===== config.mk =====
export PLATFORM = sky130hd
export DESIGN_NAME = vta_launch_sequencer_flat
export DESIGN_NICKNAME = d
export VERILOG_FILES = /design/src/rtl/vta_axil_if.sv /design/src/rtl/vta_launch_sequencer.sv /design/src/flat_wrapper.sv
export SDC_FILE = /design/constraint.sdc
export NUM_CORES = 1
export LEC_CHECK = 0
export CORE_ASPECT_RATIO = 0.7
export CORE_MARGIN = 3
export CORE_UTILIZATION = 43
export DETAILED_ROUTE_END_ITERATION = 12
export PLACE_DENSITY = 0.77
export REMOVE_ABC_BUFFERS = 1
export SYNTH_ARGS = -nofsm -noshare
export SYNTH_HDL_FRONTEND = slang
export SYNTH_SLANG_ARGS = --single-unit

===== constraint.sdc =====
create_clock -name clk -period 5.4 [get_ports clk]
set_clock_uncertainty 0.05 [all_clocks]
set_input_delay 0.81 -clock clk [delete_from_list [all_inputs] [get_ports clk]]
set_output_delay 0.81 -clock clk [all_outputs]
set_load 0.03 [all_outputs]

===== src/rtl/vta_axil_if.sv =====
// AXI-Lite bundle between the launch sequencer (master) and the VTA control
// register block (slave).
interface vta_axil_if #(
  parameter int ADDR_W = 32,
  parameter int DATA_W = 32
);
  logic [ADDR_W-1:0]   awaddr;
  logic                awvalid;
  logic                awready;
  logic [DATA_W-1:0]   wdata;
  logic [DATA_W/8-1:0] wstrb;
  logic                wvalid;
  logic                wready;
  logic [1:0]          bresp;
  logic                bvalid;
  logic                bready;
  logic [ADDR_W-1:0]   araddr;
  logic                arvalid;
  logic                arready;
  logic [DATA_W-1:0]   rdata;
  logic [1:0]          rresp;
  logic                rvalid;
  logic                rready;

  modport master (
    output awaddr, awvalid, input awready,
    output wdata, wstrb, wvalid, input wready,
    input  bresp, bvalid, output bready,
    output araddr, arvalid, input arready,
    input  rdata, rresp, rvalid, output rready
  );

  modport slave (
    input  awaddr, awvalid, output awready,
    input  wdata, wstrb, wvalid, output wready,
    output bresp, bvalid, input bready,
    input  araddr, arvalid, output arready,
    output rdata, rresp, rvalid, input rready
  );
endinterface


===== src/rtl/vta_launch_sequencer.sv =====
// Programs the VTA instruction count/address, starts it, polls the done bit
// and reads back the cycle counter; one AXI-Lite transaction at a time.
module vta_launch_sequencer #(
  parameter int CONFIG_BW_ADDR = 32,
  parameter int CONFIG_BW_DATA = 32,
  parameter int POLL_INTERVAL  = 16,
  parameter int TIMEOUT_LIMIT  = (1 << 24) - 1
) (
  input  logic        clk,
  input  logic        rst,
  input  logic        launch_valid,
  output logic        launch_ready,
  input  logic [31:0] launch_insn_count,
  input  logic [31:0] launch_insn_addr,
  output logic        done_pulse,
  output logic [31:0] done_cycles,
  output logic        done_timeout,
  output logic        done_error,
  output logic        status_busy,
  vta_axil_if.master  config_sx4l
);

  typedef enum logic [3:0] {
    IDLE, WR, WRESP, POLL_WAIT, POLL_AR, POLL_R, CYC_AR, CYC_R, DONE
  } state_e;

  localparam int PCW = (POLL_INTERVAL > 1) ? $clog2(POLL_INTERVAL) : 1;
  localparam logic [PCW-1:0] POLL_LAST = PCW'(POLL_INTERVAL - 1);
  localparam logic [23:0]    TMO_LAST  = 24'(TIMEOUT_LIMIT);

  localparam logic [CONFIG_BW_ADDR-1:0] REG_CTRL  = CONFIG_BW_ADDR'(32'h00);
  localparam logic [CONFIG_BW_ADDR-1:0] REG_CYC   = CONFIG_BW_ADDR'(32'h04);
  localparam logic [CONFIG_BW_ADDR-1:0] REG_COUNT = CONFIG_BW_ADDR'(32'h08);
  localparam logic [CONFIG_BW_ADDR-1:0] REG_ADDR  = CONFIG_BW_ADDR'(32'h0C);

  state_e                    state;
  logic [1:0]                wr_idx;
  logic [31:0]               insn_addr_q;
  logic [PCW-1:0]            poll_cnt;
  logic [23:0]               tmo_cnt;
  logic [23:0]               tmo_inc;
  logic                      aw_valid_q;
  logic [CONFIG_BW_ADDR-1:0] aw_addr_q;
  logic                      w_valid_q;
  logic [CONFIG_BW_DATA-1:0] w_data_q;
  logic                      b_ready_q;
  logic                      ar_valid_q;
  logic [CONFIG_BW_ADDR-1:0] ar_addr_q;
  logic                      r_ready_q;

  // Saturates so a long stall in the AR/R phases can never wrap past the limit.
  assign tmo_inc = tmo_cnt + {23'd0, ~&tmo_cnt};

  assign config_sx4l.awaddr  = aw_addr_q;
  assign config_sx4l.awvalid = aw_valid_q;
  assign config_sx4l.wdata   = w_data_q;
  assign config_sx4l.wstrb   = '1;
  assign config_sx4l.wvalid  = w_valid_q;
  assign config_sx4l.bready  = b_ready_q;
  assign config_sx4l.araddr  = ar_addr_q;
  assign config_sx4l.arvalid = ar_valid_q;
  assign config_sx4l.rready  = r_ready_q;

  // NOTE: every register here, outputs included, is assigned with <= so all
  // of them see the same pre-edge values regardless of statement order.
  always_ff @(posedge clk or posedge rst) begin
    if (rst) begin
      state        <= IDLE;
      wr_idx       <= '0;
      insn_addr_q  <= '0;
      poll_cnt     <= '0;
      tmo_cnt      <= '0;
      aw_valid_q   <= 1'b0;
      aw_addr_q    <= '0;
      w_valid_q    <= 1'b0;
      w_data_q     <= '0;
      b_ready_q    <= 1'b0;
      ar_valid_q   <= 1'b0;
      ar_addr_q    <= '0;
      r_ready_q    <= 1'b0;
      launch_ready <= 1'b1;
      status_busy  <= 1'b0;
      done_pulse   <= 1'b0;
      done_cycles  <= '0;
      done_timeout <= 1'b0;
      done_error   <= 1'b0;
    end else begin
      done_pulse <= 1'b0;
      case (state)
        IDLE: begin
          if (launch_valid && launch_ready) begin
            insn_addr_q  <= launch_insn_addr;
            wr_idx       <= 2'd0;
            aw_addr_q    <= REG_COUNT;
            w_data_q     <= CONFIG_BW_DATA'(launch_insn_count);
            aw_valid_q   <= 1'b1;
            w_valid_q    <= 1'b1;
            launch_ready <= 1'b0;
            status_busy  <= 1'b1;
            done_timeout <= 1'b0;
            done_error   <= 1'b0;
            state        <= WR;
          end
        end
        WR: begin
          if (aw_valid_q && config_sx4l.awready) aw_valid_q <= 1'b0;
          if (w_valid_q && config_sx4l.wready)   w_valid_q  <= 1'b0;
          if ((!aw_valid_q || config_sx4l.awready) && (!w_valid_q || config_sx4l.wready)) begin
            b_ready_q <= 1'b1;
            state     <= WRESP;
          end
        end
        WRESP: begin
          if (config_sx4l.bvalid) begin
            b_ready_q <= 1'b0;
            if (config_sx4l.bresp != 2'b00) done_error <= 1'b1;
            if (wr_idx == 2'd2) begin
              tmo_cnt  <= '0;
              poll_cnt <= '0;
              state    <= POLL_WAIT;
            end else begin
              wr_idx     <= wr_idx + 2'd1;
              aw_addr_q  <= (wr_idx == 2'd0) ? REG_ADDR : REG_CTRL;
              w_data_q   <= (wr_idx == 2'd0) ? CONFIG_BW_DATA'(insn_addr_q)
                                             : CONFIG_BW_DATA'(1);
              aw_valid_q <= 1'b1;
              w_valid_q  <= 1'b1;
              state      <= WR;
            end
          end
        end
        POLL_WAIT: begin
          if (tmo_cnt >= TMO_LAST) begin
            done_timeout <= 1'b1;
            done_pulse   <= 1'b1;
            state        <= DONE;
          end else begin
            tmo_cnt <= tmo_inc;
            if (poll_cnt == POLL_LAST) begin
              poll_cnt   <= '0;
              ar_addr_q  <= REG_CTRL;
              ar_valid_q <= 1'b1;
              state      <= POLL_AR;
            end else begin
              poll_cnt <= poll_cnt + 1'b1;
            end
          end
        end
        POLL_AR: begin
          tmo_cnt <= tmo_inc;
          if (config_sx4l.arready) begin
            ar_valid_q <= 1'b0;
            r_ready_q  <= 1'b1;
            state      <= POLL_R;
          end
        end
        POLL_R: begin
          tmo_cnt <= tmo_inc;
          if (config_sx4l.rvalid) begin
            r_ready_q <= 1'b0;
            if (config_sx4l.rresp != 2'b00) done_error <= 1'b1;
            if (config_sx4l.rdata[1]) begin
              ar_addr_q  <= REG_CYC;
              ar_valid_q <= 1'b1;
              state      <= CYC_AR;
            end else begin
              state <= POLL_WAIT;
            end
          end
        end
        CYC_AR: begin
          if (config_sx4l.arready) begin
            ar_valid_q <= 1'b0;
            r_ready_q  <= 1'b1;
            state      <= CYC_R;
          end
        end
        CYC_R: begin
          if (config_sx4l.rvalid) begin
            r_ready_q   <= 1'b0;
            if (config_sx4l.rresp != 2'b00) done_error <= 1'b1;
            done_cycles <= 32'(config_sx4l.rdata);
            done_pulse  <= 1'b1;
            state       <= DONE;
          end
        end
        DONE: begin
          launch_ready <= 1'b1;
          status_busy  <= 1'b0;
          state        <= IDLE;
        end
        default: state <= IDLE;
      endcase
    end
  end

endmodule


===== src/flat_wrapper.sv =====
// flat-port wrapper written by rule: the top's interface ports become plain ports
module vta_launch_sequencer_flat 
#(
  parameter int CONFIG_BW_ADDR = 32,
  parameter int CONFIG_BW_DATA = 32,
  parameter int POLL_INTERVAL  = 16,
  parameter int TIMEOUT_LIMIT  = (1 << 24) - 1
)
  (clk, rst, launch_valid, launch_ready, launch_insn_count, launch_insn_addr, done_pulse, done_cycles, done_timeout, done_error, status_busy, config_sx4l_awaddr, config_sx4l_awvalid, config_sx4l_awready, config_sx4l_wdata, config_sx4l_wstrb, config_sx4l_wvalid, config_sx4l_wready, config_sx4l_bresp, config_sx4l_bvalid, config_sx4l_bready, config_sx4l_araddr, config_sx4l_arvalid, config_sx4l_arready, config_sx4l_rdata, config_sx4l_rresp, config_sx4l_rvalid, config_sx4l_rready);
  vta_axil_if #(.ADDR_W(32), .DATA_W(32)) config_sx4l_i ();
  input  logic clk;
  input  logic rst;
  input  logic launch_valid;
  output logic launch_ready;
  input  logic [31:0] launch_insn_count;
  input  logic [31:0] launch_insn_addr;
  output logic done_pulse;
  output logic [31:0] done_cycles;
  output logic done_timeout;
  output logic done_error;
  output logic status_busy;
  output wire logic [$bits(config_sx4l_i.awaddr)-1:0] config_sx4l_awaddr;
  output wire logic [$bits(config_sx4l_i.awvalid)-1:0] config_sx4l_awvalid;
  input wire logic [$bits(config_sx4l_i.awready)-1:0] config_sx4l_awready;
  output wire logic [$bits(config_sx4l_i.wdata)-1:0] config_sx4l_wdata;
  output wire logic [$bits(config_sx4l_i.wstrb)-1:0] config_sx4l_wstrb;
  output wire logic [$bits(config_sx4l_i.wvalid)-1:0] config_sx4l_wvalid;
  input wire logic [$bits(config_sx4l_i.wready)-1:0] config_sx4l_wready;
  input wire logic [$bits(config_sx4l_i.bresp)-1:0] config_sx4l_bresp;
  input wire logic [$bits(config_sx4l_i.bvalid)-1:0] config_sx4l_bvalid;
  output wire logic [$bits(config_sx4l_i.bready)-1:0] config_sx4l_bready;
  output wire logic [$bits(config_sx4l_i.araddr)-1:0] config_sx4l_araddr;
  output wire logic [$bits(config_sx4l_i.arvalid)-1:0] config_sx4l_arvalid;
  input wire logic [$bits(config_sx4l_i.arready)-1:0] config_sx4l_arready;
  input wire logic [$bits(config_sx4l_i.rdata)-1:0] config_sx4l_rdata;
  input wire logic [$bits(config_sx4l_i.rresp)-1:0] config_sx4l_rresp;
  input wire logic [$bits(config_sx4l_i.rvalid)-1:0] config_sx4l_rvalid;
  output wire logic [$bits(config_sx4l_i.rready)-1:0] config_sx4l_rready;
  assign config_sx4l_awaddr = config_sx4l_i.awaddr;
  assign config_sx4l_awvalid = config_sx4l_i.awvalid;
  assign config_sx4l_i.awready = config_sx4l_awready;
  assign config_sx4l_wdata = config_sx4l_i.wdata;
  assign config_sx4l_wstrb = config_sx4l_i.wstrb;
  assign config_sx4l_wvalid = config_sx4l_i.wvalid;
  assign config_sx4l_i.wready = config_sx4l_wready;
  assign config_sx4l_i.bresp = config_sx4l_bresp;
  assign config_sx4l_i.bvalid = config_sx4l_bvalid;
  assign config_sx4l_bready = config_sx4l_i.bready;
  assign config_sx4l_araddr = config_sx4l_i.araddr;
  assign config_sx4l_arvalid = config_sx4l_i.arvalid;
  assign config_sx4l_i.arready = config_sx4l_arready;
  assign config_sx4l_i.rdata = config_sx4l_rdata;
  assign config_sx4l_i.rresp = config_sx4l_rresp;
  assign config_sx4l_i.rvalid = config_sx4l_rvalid;
  assign config_sx4l_rready = config_sx4l_i.rready;
  vta_launch_sequencer #(.CONFIG_BW_ADDR(CONFIG_BW_ADDR), .CONFIG_BW_DATA(CONFIG_BW_DATA), .POLL_INTERVAL(POLL_INTERVAL), .TIMEOUT_LIMIT(TIMEOUT_LIMIT)) u_core (.clk(clk), .rst(rst), .launch_valid(launch_valid), .launch_ready(launch_ready), .launch_insn_count(launch_insn_count), .launch_insn_addr(launch_insn_addr), .done_pulse(done_pulse), .done_cycles(done_cycles), .done_timeout(done_timeout), .done_error(done_error), .status_busy(status_busy), .config_sx4l(config_sx4l_i));
endmodule

==> impl_metrics.csv <==
group,metric,value,unit
power,leakagePower,4.31,nW
final_layout,area_growth,33.6,%
clock_network,ctsResizeCount,0,
setup_path,crit_chain,"nand4bb_1, nor4_1, a21o_1, o21ai_0, a21oi_1",
floorplanning,coreArea,15600,sq um
clock_network,root_buffer,"clkbuf_16",
final_layout,layout-drive-gt1-share,0.141,
setup_path,end_kind,"flop",
final_layout,final_cell_mix,"clkdlybuf4s50_1 (184), dfrtp_1 (142), nand2_1 (69)",
sta,fin_tns_setup,0,ps
routing,drc,0,
clock_network,hold_buffers,0,
sta,max_freq,0.327,GHz
power,power,0.00235,W
floorplanning,die_w,158,um
routing,routedWlPerCell,16.0,um
min_path,hp-class,"flop to flop",
clock_network,cts_buffer_depth,2,
floorplanning,num_rows,38,
clock_network,cts_tree,"done",
final_layout,final_cells,1060,
sta,fin_hold_ws,437,ps
synth,synth_edf_count,0,
min_path,min_path_cells,1,
grt,grt_max_degree,75,
synth,synthTopCellsByArea,"dfrtp_1 (51%), mux2_2 (10%), buf_4 (7.0%)",
setup_path,cp.depth,5,
routing,drtPass1Iterations,5,
setup_path,cpPeakStageDelay,840,ps
setup_path,required,5680,ps
sta,relSlewSlack,0.318,
routing,vias,5464,
routing,antenna_left,0,
setup_path,critPathSlowestCell,"a21o_1",
synth,seq_area_frac_synth,0.516,
grt,antenna_found_initial,0,
clock_network,clock-sinks,143,
final_layout,final_util,0.592,
setup_path,critPathLaunchType,"flop",
synth,async_reset_ff_frac,1.00,
final_layout,fin_nets,960,
floorplanning,dieHeight,112,um
grt,grt_usage,0.189,
sta,hold_viol_final,0,
placed_design,routabilityCongestion,0.815,
power,power.clock.fraction,0.473,
synth,ys_types,57,
routing,drt-initial-drc-count,331,
final_layout,final_common_cell,"clkdlybuf4s50_1",
placed_design,dp_hpwl,12000,um
final_layout,nFillCells,1304,
grt,grt.overflow.total,0,
synth,dominantRegCellSynth,"dfrtp_1",
floorplanning,ios,250,
sta,finalCritPeriodShare,0.566,
synth,syn_area,6930,sq um
synth,netlist_instances,675,
final_layout,antennaDiodeCount,0,
synth,synth_seq_cells,143,
power,sequentialPowerShare,0.456,
status,status,"completed",
placed_design,numPortBuffers,184,
synth,yosys_warnings,0,
power,power_density,254,nW/um^2
clock_network,numCtsBuffers,17,
power,ir_worst_vdd,187,uV
sta,rsz0062_at_grt,"no",
power,p_int,0.00176,W
routing,post_drt_via_cell_ratio,5.15,
floorplanning,start_util,0.443,
job,drv_cap,0,
power,sw_frac_of_total,0.252,
synth,synth.largest_area_cell,"dfrtp_1",
power,p_switching,0.000593,W
setup_path,rr_worst_depth,5,
setup_path,crit_buf_inv,0,
setup_path,worstPathArrival,3340,ps
grt,grt_pass1_wl,27000,um
sta,fin_crit,3050,ps
clock_network,postCtsSetupBuffers,0,
synth,synth_top_area_frac,0.513,
clock_network,htreeDepth,4,
clock_network,path_clk_slew,60,ps
setup_path,cpLargestDelayFamily,"compound AO/OA/AOI/OAI gates",
placed_design,place_inst,1028,
floorplanning,fp.dieArea,17700,sq um
sta,setup_viol,0,
sta,worstMarginPinSlew,1020,ps
setup_path,crit_type,"flop to flop",
synth,synth_area_per_cell,10.3,sq um
sta,final_max_slew_viol_count,0,
setup_path,critPathMaxFanout,37,
grt,grt_pass1_vias,5251,
power,p_comb_frac,0.072,
routing,routed_wirelength,16900,um
clock_network,clock_latency,410,ps
[sequential cells by signal, summed over array words and instances (netlist names)]
| name | flops |
|---|---|
| u_core.config_sx4l.araddr | 1 |
| u_core.insn_addr_q | 32 |
| u_core.state | 4 |
| u_core.config_sx4l.wvalid | 1 |
| u_core.wr_idx | 2 |
| u_core.config_sx4l.wdata | 32 |
| u_core.status_busy | 1 |
| u_core.config_sx4l.awaddr | 2 |
| u_core.config_sx4l.awvalid | 1 |
| u_core.done_pulse | 1 |
| u_core.poll_cnt | 4 |
| u_core.done_timeout | 1 |
| u_core.launch_ready | 1 |
| u_core.done_error | 1 |
| u_core.tmo_cnt | 24 |
| u_core.config_sx4l.rready | 1 |
| u_core.config_sx4l.arvalid | 1 |
| u_core.done_cycles | 32 |
| u_core.config_sx4l.bready | 1 |
[synthesized netlist by cell type (2+ instances only)]
cell type / instances
a31oi_1: 37
nor2b_1: 3
nor4_1: 4
and2_1: 3
a211oi_1: 3
buf_4: 65
or3_1: 7
conb_1: 2
o21a_1: 3
nand2_1: 69
nor2_1: 47
nand2b_1: 4
mux2_2: 64
clkbuf_1: 29
xnor2_1: 3
ha_1: 5
nor3_1: 4
mux2i_1: 3
o211ai_1: 2
and3_1: 2
a21oi_1: 24
nand4_1: 6
or2_2: 6
buf_2: 4
o31ai_1: 7
a22o_1: 2
buf_1: 4
or4_1: 5
nand3_1: 47
inv_1: 11
a21o_1: 4
nand3b_1: 2
a32o_1: 2
dfrtp_1: 142
o21ai_0: 28
[kinds of logic (layout without fill, tap and decap cells)]
family,count (synthesis),in the layout,synth area share
and+or+nand+nor,219,219,0.154
DFF,143,143,0.516
AOI/OAI and AO/OA,123,123,0.111
buffers and inverters,113,235,0.0971
muxes,67,67,0.108
adders and majority gates,5,5,0.00902
xor gates and xnor gates,3,3,0.00379
other,2,65,0.00108
[per-stage QoR]
stage,cell area [sq um],worst slack [ps]
4_1_cts,9270,2390
3_5_place_dp,8700,2210
6_report,9270,2350
3_3_place_gp,8700,2270
2_1_floorplan,6540,704
5_1_grt,9270,2040
[final timing paths]
path	end	slack, ps	from
worst min-delay path	u_core.tmo_cnt[15]	440	u_core.tmo_cnt[15]
worst min register to register	u_core.tmo_cnt[15]	440	u_core.tmo_cnt[15]
max in group asynchronous	u_core.tmo_cnt[17]	3500	rst
worst max-delay path	u_core.tmo_cnt[18]	2350	u_core.state[0]
worst max register to register	u_core.tmo_cnt[18]	2350	u_core.state[0]
min in group asynchronous	u_core.config_sx4l.wdata[6]	770	rst
[layout make-up]
type | instances | area (sq um) | area share
Timing Repair Buffer | 192 | 1900 | 0.205
Multi-Input combinational cell | 482 | 2930 | 0.316
Clock inverter | 14 | 123 | 0.0132
Inverter | 11 | 46.3 | 0.00500
Clock buffer | 18 | 439 | 0.0474
Sequential cell | 143 | 3580 | 0.386
Tap cell | 200 | 250 | 0.0270
[power groups by stage]
stage / clock network, W / registers [W] / logic, W
after floorplan: 0 / 0.00109 / 0.0000801
after global placement: 0 / 0.00109 / 0.000168
after detailed placement: 0 / 0.00109 / 0.000169
after CTS: 0.00114 / 0.00107 / 0.000170
after global routing: 0.00119 / 0.00107 / 0.000182
final: 0.00111 / 0.00107 / 0.000168
[per-layer routing]
layer | part of all wire | track usage
met5 | 0 | 0
met4 | 0.014 | 0.0503
met3 | 0.060 | 0.0432
met2 | 0.48 | 0.307
met1 | 0.45 | 0.257
Note: power is estimated with default switching activity, not from simulation.
